`src/rtl/pipe_stall_ctrl_pkg.sv`:
```
// Shared types and constants for the pipeline hazard/stall sequencer.
// Stall and flush bit positions are named so the pattern constants read as stage lists.
package pipe_stall_ctrl_pkg;

  localparam int unsigned STALL_W     = 5;
  localparam int unsigned STALL_PC    = 0;
  localparam int unsigned STALL_IFID  = 1;
  localparam int unsigned STALL_IDEX  = 2;
  localparam int unsigned STALL_EXMEM = 3;
  localparam int unsigned STALL_MEMWB = 4;

  localparam int unsigned FLUSH_W    = 2;
  localparam int unsigned FLUSH_IFID = 0;
  localparam int unsigned FLUSH_IDEX = 1;

  // Wide enough for the largest legal MEM_TIMEOUT (65535).
  localparam int unsigned WAIT_W = 16;

  typedef logic [4:0]         reg_addr_t;
  typedef logic [STALL_W-1:0] stall_t;
  typedef logic [FLUSH_W-1:0] flush_t;

  typedef enum logic [1:0] {
    ST_RUN      = 2'd0,
    ST_MEM_WAIT = 2'd1,
    ST_ERR      = 2'd2
  } state_e;

  localparam stall_t STALL_NONE     = '0;
  localparam stall_t STALL_LOAD_USE = stall_t'((1 << STALL_PC) | (1 << STALL_IFID) | (1 << STALL_IDEX));
  localparam stall_t STALL_MEM      = STALL_LOAD_USE | stall_t'(1 << STALL_EXMEM);
  localparam stall_t STALL_ALL      = STALL_MEM | stall_t'(1 << STALL_MEMWB);

  localparam flush_t FLUSH_NONE   = '0;
  localparam flush_t FLUSH_ALL    = flush_t'((1 << FLUSH_IFID) | (1 << FLUSH_IDEX));
  localparam flush_t FLUSH_BUBBLE = flush_t'(1 << FLUSH_IDEX);

  function automatic logic reads_reg(logic en, reg_addr_t rs, reg_addr_t rd);
    return en && (rs == rd);
  endfunction

endpackage

```
`src/rtl/pipe_stall_ctrl_if.sv`:
```
// Hazard inputs from ID/EX/MEM and stall/flush controls back to the pipeline.
// The pipeline side is the master; the stall sequencer is the slave.
interface pipe_stall_ctrl_if;
  import pipe_stall_ctrl_pkg::*;

  reg_addr_t id_rs1_i;
  reg_addr_t id_rs2_i;
  logic      id_read1_e_i;
  logic      id_read2_e_i;
  logic      ex_memread_i;
  reg_addr_t ex_rd_i;
  logic      ex_branch_taken_i;
  logic      mem_req_i;
  logic      mem_ready_i;
  stall_t    stall_o;
  flush_t    flush_o;

  modport master (
    output id_rs1_i, id_rs2_i, id_read1_e_i, id_read2_e_i,
    output ex_memread_i, ex_rd_i, ex_branch_taken_i,
    output mem_req_i, mem_ready_i,
    input  stall_o, flush_o
  );

  modport slave (
    input  id_rs1_i, id_rs2_i, id_read1_e_i, id_read2_e_i,
    input  ex_memread_i, ex_rd_i, ex_branch_taken_i,
    input  mem_req_i, mem_ready_i,
    output stall_o, flush_o
  );
endinterface

```
`src/rtl/pipe_stall_ctrl_sat_counter.sv`:
```
// Saturating up-counter with synchronous reset; holds at all-ones instead of wrapping.
module pipe_stall_ctrl_sat_counter #(
  parameter int unsigned W = 32
) (
  input  logic         clk_i,
  input  logic         rst_i,
  input  logic         inc_i,
  output logic [W-1:0] cnt_o
);

  logic [W-1:0] cnt_q;

  always_ff @(posedge clk_i) begin
    if (rst_i) begin
      cnt_q <= '0;
    end else if (inc_i && (cnt_q != '1)) begin
      cnt_q <= cnt_q + W'(1);
    end
  end

  assign cnt_o = cnt_q;

endmodule

```
`src/rtl/pipe_stall_ctrl.sv`:
```
// Hazard and stall sequencer for a 5-stage RV32I pipeline.
// state       | meaning
// ST_RUN      | normal issue; branch flush and load-use bubble resolved here
// ST_MEM_WAIT | data memory busy; IF..EX held, bubbles drain into WB
// ST_ERR      | memory timeout; whole pipe frozen until reset
module pipe_stall_ctrl
  import pipe_stall_ctrl_pkg::*;
#(
  parameter int unsigned MEM_TIMEOUT = 16,
  parameter int unsigned CNT_W       = 32
) (
  input  logic                clk_i,
  input  logic                rst_i,
  pipe_stall_ctrl_if.slave    hz,
  output logic                mem_err_o,
  output logic [CNT_W-1:0]    stall_cnt_o,
  output logic [CNT_W-1:0]    flush_cnt_o
);

  localparam logic [WAIT_W-1:0] WAIT_LAST = WAIT_W'(MEM_TIMEOUT - 1);

  state_e            state_q, state_d;
  logic [WAIT_W-1:0] wait_q, wait_d;
  logic              mem_wait, load_use;
  stall_t            run_stall, stall_d;
  flush_t            run_flush, flush_d;
  logic              run_flush_evt, flush_evt;
  logic              mem_err_d;

  assign mem_wait = hz.mem_req_i && !hz.mem_ready_i;
  assign load_use = hz.ex_memread_i && (hz.ex_rd_i != '0) &&
                    (reads_reg(hz.id_read1_e_i, hz.id_rs1_i, hz.ex_rd_i) ||
                     reads_reg(hz.id_read2_e_i, hz.id_rs2_i, hz.ex_rd_i));

  // Controls when memory is not blocking: a taken branch squashes ID, so it beats load-use.
  always_comb begin
    run_stall     = STALL_NONE;
    run_flush     = FLUSH_NONE;
    run_flush_evt = 1'b0;
    if (hz.ex_branch_taken_i) begin
      run_flush     = FLUSH_ALL;
      run_flush_evt = 1'b1;
    end else if (load_use) begin
      run_stall = STALL_LOAD_USE;
      run_flush = FLUSH_BUBBLE;
    end
  end

  always_comb begin
    state_d   = state_q;
    wait_d    = wait_q;
    stall_d   = STALL_NONE;
    flush_d   = FLUSH_NONE;
    flush_evt = 1'b0;
    mem_err_d = 1'b0;
    if (rst_i) begin
      flush_d = FLUSH_ALL;
    end else begin
      unique case (state_q)
        ST_RUN: begin
          if (mem_wait) begin
            stall_d = STALL_MEM;
            state_d = ST_MEM_WAIT;
            wait_d  = WAIT_W'(1);
          end else begin
            stall_d   = run_stall;
            flush_d   = run_flush;
            flush_evt = run_flush_evt;
          end
        end
        ST_MEM_WAIT: begin
          if (hz.mem_ready_i) begin
            stall_d   = run_stall;
            flush_d   = run_flush;
            flush_evt = run_flush_evt;
            state_d   = ST_RUN;
          end else begin
            stall_d = STALL_MEM;
            if (wait_q == WAIT_LAST) begin
              state_d = ST_ERR;
            end else begin
              wait_d = wait_q + WAIT_W'(1);
            end
          end
        end
        ST_ERR: begin
          stall_d   = STALL_ALL;
          mem_err_d = 1'b1;
        end
        default: begin
          state_d = ST_RUN;
        end
      endcase
    end
  end

  always_ff @(posedge clk_i) begin
    if (rst_i) begin
      state_q <= ST_RUN;
      wait_q  <= '0;
    end else begin
      state_q <= state_d;
      wait_q  <= wait_d;
    end
  end

  assign hz.stall_o = stall_d;
  assign hz.flush_o = flush_d;
  assign mem_err_o  = mem_err_d;

  pipe_stall_ctrl_sat_counter #(.W(CNT_W)) u_stall_cnt (
    .clk_i (clk_i),
    .rst_i (rst_i),
    .inc_i (stall_d[STALL_PC]),
    .cnt_o (stall_cnt_o)
  );

  pipe_stall_ctrl_sat_counter #(.W(CNT_W)) u_flush_cnt (
    .clk_i (clk_i),
    .rst_i (rst_i),
    .inc_i (flush_evt),
    .cnt_o (flush_cnt_o)
  );

endmodule

```
`src/flat_wrapper.sv`:
```
// flat-port wrapper written by rule: the top's interface ports become plain ports
module pipe_stall_ctrl_flat import pipe_stall_ctrl_pkg::*;
#(
  parameter int unsigned MEM_TIMEOUT = 16,
  parameter int unsigned CNT_W       = 32
)
  (clk_i, rst_i, mem_err_o, stall_cnt_o, flush_cnt_o, hz_id_rs1_i, hz_id_rs2_i, hz_id_read1_e_i, hz_id_read2_e_i, hz_ex_memread_i, hz_ex_rd_i, hz_ex_branch_taken_i, hz_mem_req_i, hz_mem_ready_i, hz_stall_o, hz_flush_o);
  pipe_stall_ctrl_if hz_i ();
  input  logic clk_i;
  input  logic rst_i;
  output logic mem_err_o;
  output logic [CNT_W-1:0] stall_cnt_o;
  output logic [CNT_W-1:0] flush_cnt_o;
  input wire logic [$bits(hz_i.id_rs1_i)-1:0] hz_id_rs1_i;
  input wire logic [$bits(hz_i.id_rs2_i)-1:0] hz_id_rs2_i;
  input wire logic [$bits(hz_i.id_read1_e_i)-1:0] hz_id_read1_e_i;
  input wire logic [$bits(hz_i.id_read2_e_i)-1:0] hz_id_read2_e_i;
  input wire logic [$bits(hz_i.ex_memread_i)-1:0] hz_ex_memread_i;
  input wire logic [$bits(hz_i.ex_rd_i)-1:0] hz_ex_rd_i;
  input wire logic [$bits(hz_i.ex_branch_taken_i)-1:0] hz_ex_branch_taken_i;
  input wire logic [$bits(hz_i.mem_req_i)-1:0] hz_mem_req_i;
  input wire logic [$bits(hz_i.mem_ready_i)-1:0] hz_mem_ready_i;
  output wire logic [$bits(hz_i.stall_o)-1:0] hz_stall_o;
  output wire logic [$bits(hz_i.flush_o)-1:0] hz_flush_o;
  assign hz_i.id_rs1_i = hz_id_rs1_i;
  assign hz_i.id_rs2_i = hz_id_rs2_i;
  assign hz_i.id_read1_e_i = hz_id_read1_e_i;
  assign hz_i.id_read2_e_i = hz_id_read2_e_i;
  assign hz_i.ex_memread_i = hz_ex_memread_i;
  assign hz_i.ex_rd_i = hz_ex_rd_i;
  assign hz_i.ex_branch_taken_i = hz_ex_branch_taken_i;
  assign hz_i.mem_req_i = hz_mem_req_i;
  assign hz_i.mem_ready_i = hz_mem_ready_i;
  assign hz_stall_o = hz_i.stall_o;
  assign hz_flush_o = hz_i.flush_o;
  pipe_stall_ctrl #(.MEM_TIMEOUT(MEM_TIMEOUT), .CNT_W(CNT_W)) u_core (.clk_i(clk_i), .rst_i(rst_i), .hz(hz_i), .mem_err_o(mem_err_o), .stall_cnt_o(stall_cnt_o), .flush_cnt_o(flush_cnt_o));
endmodule
```
`config.mk`:
```
export PLATFORM = sky130hd
export DESIGN_NAME = pipe_stall_ctrl_flat
export DESIGN_NICKNAME = d
export VERILOG_FILES = /design/src/rtl/pipe_stall_ctrl_pkg.sv /design/src/rtl/pipe_stall_ctrl_if.sv /design/src/rtl/pipe_stall_ctrl_sat_counter.sv /design/src/rtl/pipe_stall_ctrl.sv /design/src/flat_wrapper.sv
export SDC_FILE = /design/constraint.sdc
export NUM_CORES = 1
export LEC_CHECK = 0
export BUFFER_PORTS_ARGS = -buffer_cell sky130_fd_sc_hd__buf_2
export CORE_AREA = 2 2 86 171
export CTS_BUF_LIST = sky130_fd_sc_hd__clkbuf_4 sky130_fd_sc_hd__clkbuf_8
export DETAILED_ROUTE_END_ITERATION = 10
export DIE_AREA = 0 0 88 173
export SLEW_MARGIN = 20
export SYNTH_ARGS = -nofsm -noshare
export SYNTH_HDL_FRONTEND = slang
export SYNTH_SLANG_ARGS = --single-unit
```
`constraint.sdc`:
```
create_clock -name clk_i -period 4.2 [get_ports clk_i]
set_input_delay 0.21 -clock clk_i [delete_from_list [all_inputs] [get_ports clk_i]]
set_output_delay 0.21 -clock clk_i [all_outputs]
set_load 0.02 [all_outputs]
```
==> run summary <==
Chip Width -> 88 um
number of hold violations in the final report -> 0
async set or reset register ratio after synthesis -> 0
worst min-delay path endpoint -> u_core.state_q[1]
RSZ-0062 raised after global routing -> no
Static Leakage -> 1.846 nW
Crit path buffers/inverters -> 0
kind of critical path -> reg2reg
area of the mapped netlist -> 4129 um^2
worst clock skew -> 14.78 ps
number of cell instances on the worst register-to-register path -> 7
routed vias -> 3691
Die Area -> 15220 um^2
number of buffers inserted by post-CTS setup repair -> 0
Worst setup EP type -> register
total clock buffers created by CTS -> 9
post-route minimum period -> 2682 ps
vias in the first global route -> 3728
initial drt markers -> 120
worst skew pair latency -> 370 ps
number of warnings printed during yosys synthesis -> 0
DRC violations left -> 0
number of H-tree levels -> 3
startpoint of the tightest hold check path -> hz_mem_ready_i
share of post-route cells with drive strength above 1 -> 0.2396
number of antenna violations at the first check in global routing -> 0
Remaining Overflow, GRT -> 0
final period utilization -> 0.6387
clk buf depth -> 2
Pre-Repair DR Iteration Count -> 4
final setup violation count -> 0
actual slew at the worst max-slew pin -> 1075 ps
Critical R2R Launch -> u_core.u_stall_cnt.cnt_o[16]
run status -> complete, no violations
clock transition at the register clock pins on the worst setup and hold paths after CTS -> 100 ps
Routed Wire Length -> 10650 um
routed length per placed instance -> 13.92 um
slowest library cell on the worst path -> sky130_fd_sc_hd__and2_1
Max Freq -> 372.8 MHz
buffers added on ports -> 94
maximum single-stage delay on the critical path -> 850 ps
total power density per cell area -> 289.5 nW/um^2
Hold Path Stages -> 4
Max IR drop VDD -> 166.8 uV
FF-to-FF End -> u_core.u_stall_cnt.cnt_o[0]
#FFs+latches synth -> 82
detailed-route vias per instance -> 4.825
std cell rows -> 61
Area contributors post-synth -> sky130_fd_sc_hd__dfxtp_1, sky130_fd_sc_hd__xnor2_1, sky130_fd_sc_hd__nor2_1
placed insts -> 749
global-route wire length before repair -> 17690 um
number of routed nets with antenna violations -> 0
final setup TNS -> 0 ps
Syn Area/Cell -> 8.496 um^2
commonest cells in the synthesized netlist -> sky130_fd_sc_hd__nor2_1, sky130_fd_sc_hd__dfxtp_1, sky130_fd_sc_hd__xnor2_1, sky130_fd_sc_hd__nand3_1, sky130_fd_sc_hd__nand2_1
number of top-level pins -> 95
TritonCTS clock tree -> built
most common cell in the synthesized netlist -> sky130_fd_sc_hd__nor2_1
critical path peak fanout -> 29
number of max-slew violations in the final report -> 0
Yosys cell types -> 52
leading area contributor after synthesis -> sky130_fd_sc_hd__dfxtp_1
reg2reg setup slack -> 1520 ps
number of max-cap violations -> 0
required time at the endpoint of the critical path -> 4420 ps
family with the most delay on the worst path -> simple AND/OR/NAND/NOR gates
starting density of the core -> 0.2989
max-slew headroom at the worst pin -> 0.2834
Final HPWL DP -> 7837 um
Layout area overhead -> 18.85%
CP Launch Type -> register
sequential share of the synthesized area -> 0.3976
Synthesized Nets -> 512
number of synthesized flops with an enable pin -> 0
post-CTS sizing -> 0
number of antenna repair diodes -> 0
DIE HEIGHT -> 173 um
clk root buf -> sky130_fd_sc_hd__clkbuf_8
Worst Hold Class -> in2reg
Most used DFF post-synth -> sky130_fd_sc_hd__dfxtp_1
worst endpoint data arrival time -> 2900 ps
clock net sink count -> 82
area share of the leading cell type in the synthesized netlist -> 0.3976
Core Region -> 13810 um^2
cell-by-cell listing of the critical path -> and4_1 > and3_1 > and4_1 > and2_1 > nor2_1 > xnor2_1 > nor2_1
fin nets -> 597
GRT Util Overall -> 0.1449
Fillers -> 1471
final standard cell count with taps included and fillers excluded -> 765
synthesized netlist cell count -> 486
RePlAce Congestion -> 0.8281
largest net degree at the start of global routing -> 75
count of hold-fix buffers inserted at cts -> 0
-- how the worst max path moves through the flow --
stage | slack, ps | from | cells after the start | end
after global routing | 1280 | u_core.u_stall_cnt.cnt_o[15] | 7 | u_core.u_stall_cnt.cnt_o[0]
after floorplan | 2120 | u_core.u_flush_cnt.cnt_o[3] | 7 | u_core.u_flush_cnt.cnt_o[26]
final | 1520 | u_core.u_stall_cnt.cnt_o[16] | 7 | u_core.u_stall_cnt.cnt_o[0]
after global placement | 1650 | u_core.u_stall_cnt.cnt_o[15] | 7 | u_core.u_stall_cnt.cnt_o[1]
after CTS | 1520 | u_core.u_stall_cnt.cnt_o[15] | 7 | u_core.u_stall_cnt.cnt_o[0]
after detailed placement | 1550 | u_core.u_stall_cnt.cnt_o[15] | 7 | u_core.u_stall_cnt.cnt_o[1]
-- worst register-to-register path: cells and delay by family, from the launching register on --
family | cells | cell delay [ps]
simple gates | 6 | 1910
flops | 1 | 430
xor+xnor | 1 | 210
-- cell usage in the layout, fill, tap and decap left out, drive strengths merged, types with 3 or more instances in the layout --
cell | netlist | layout
a21oi | 9 | 9
and2 | 5 | 5
and3 | 15 | 15
and4 | 10 | 10
buf | 13 | 96
clkbuf | 9 | 10
clkinvlp | 0 | 3
dfxtp | 82 | 82
ha | 3 | 3
inv | 5 | 7
nand2 | 29 | 29
nand2b | 3 | 3
nand3 | 38 | 38
nand4 | 17 | 17
nor2 | 90 | 90
nor3 | 29 | 29
nor4 | 14 | 14
o21ai | 4 | 4
or2 | 4 | 4
or3 | 4 | 4
xnor2 | 56 | 56
xor2 | 24 | 24
-- metal layers --
| metal | wire (um) | global-route usage | part of all wire |
|---|---|---|---|
| met5 | 0 | 0 | 0 |
| met4 | 350 | 0.07051 | 0.033 |
| met3 | 427 | 0.03246 | 0.040 |
| met2 | 5765 | 0.2636 | 0.54 |
| met1 | 4104 | 0.1499 | 0.39 |
-- logic make-up (layout without fill, tap and decap cells) --
group,count (synthesis),after routing,synth area share
AO/OA/AOI/OAI,24,24,0.04273
adder cells (fa/ha/maj),3,3,0.009092
AND/OR/NAND/NOR,268,268,0.3400
multiplexers,2,2,0.004849
XOR/XNOR,80,80,0.1697
buffers and inverters,27,117,0.03606
flip-flops,82,82,0.3976
-- metrics by stage --
| stage | cell area [um^2] | total power (W) | hold WS (ps) | util | setup slack [ps] |
|---|---|---|---|---|---|
| after floorplan | 4129 | 0.0008655 | 437.1 | - | 2115 |
| after global placement | 4725 | 0.0008906 | 496.5 | 0.3420 | 1647 |
| after detailed placement | 4725 | 0.0008931 | 512.9 | 0.3420 | 1549 |
| after CTS | 4907 | 0.001455 | 190.4 | 0.3552 | 1517 |
| after global routing | 4907 | 0.001493 | 221.2 | 0.3552 | 1277 |
| final | 4907 | 0.001421 | 217.4 | 0.3552 | 1518 |
-- registers in the layout (all words and copies together), names as in the netlist --
signal,count
u_core.u_stall_cnt.cnt_o,32
u_core.wait_q,16
u_core.state_q,2
u_core.u_flush_cnt.cnt_o,32
-- power by group --
group / internal [W] / switching, W / total (W) / leakage, nW
Sequential: 0.000781 / 0.00000709 / 0.000788 / 0.661
Clock: 0.000229 / 0.000318 / 0.000547 / 0.0844
Combinational: 0.0000321 / 0.0000536 / 0.0000857 / 1.10
-- area by class of cell --
class	instances	area [um^2]	share of cell area
well taps	189	236.5	0.04819
multi-input cells	377	2342	0.4773
clock inverters	6	51.30	0.01045
repair buffers	96	485.5	0.09893
clock buffers	10	131.4	0.02677
flip-flops and latches	82	1642	0.3345
inverters	5	18.77	0.003825
No activity file was read; power rests on OpenSTA's default activity.
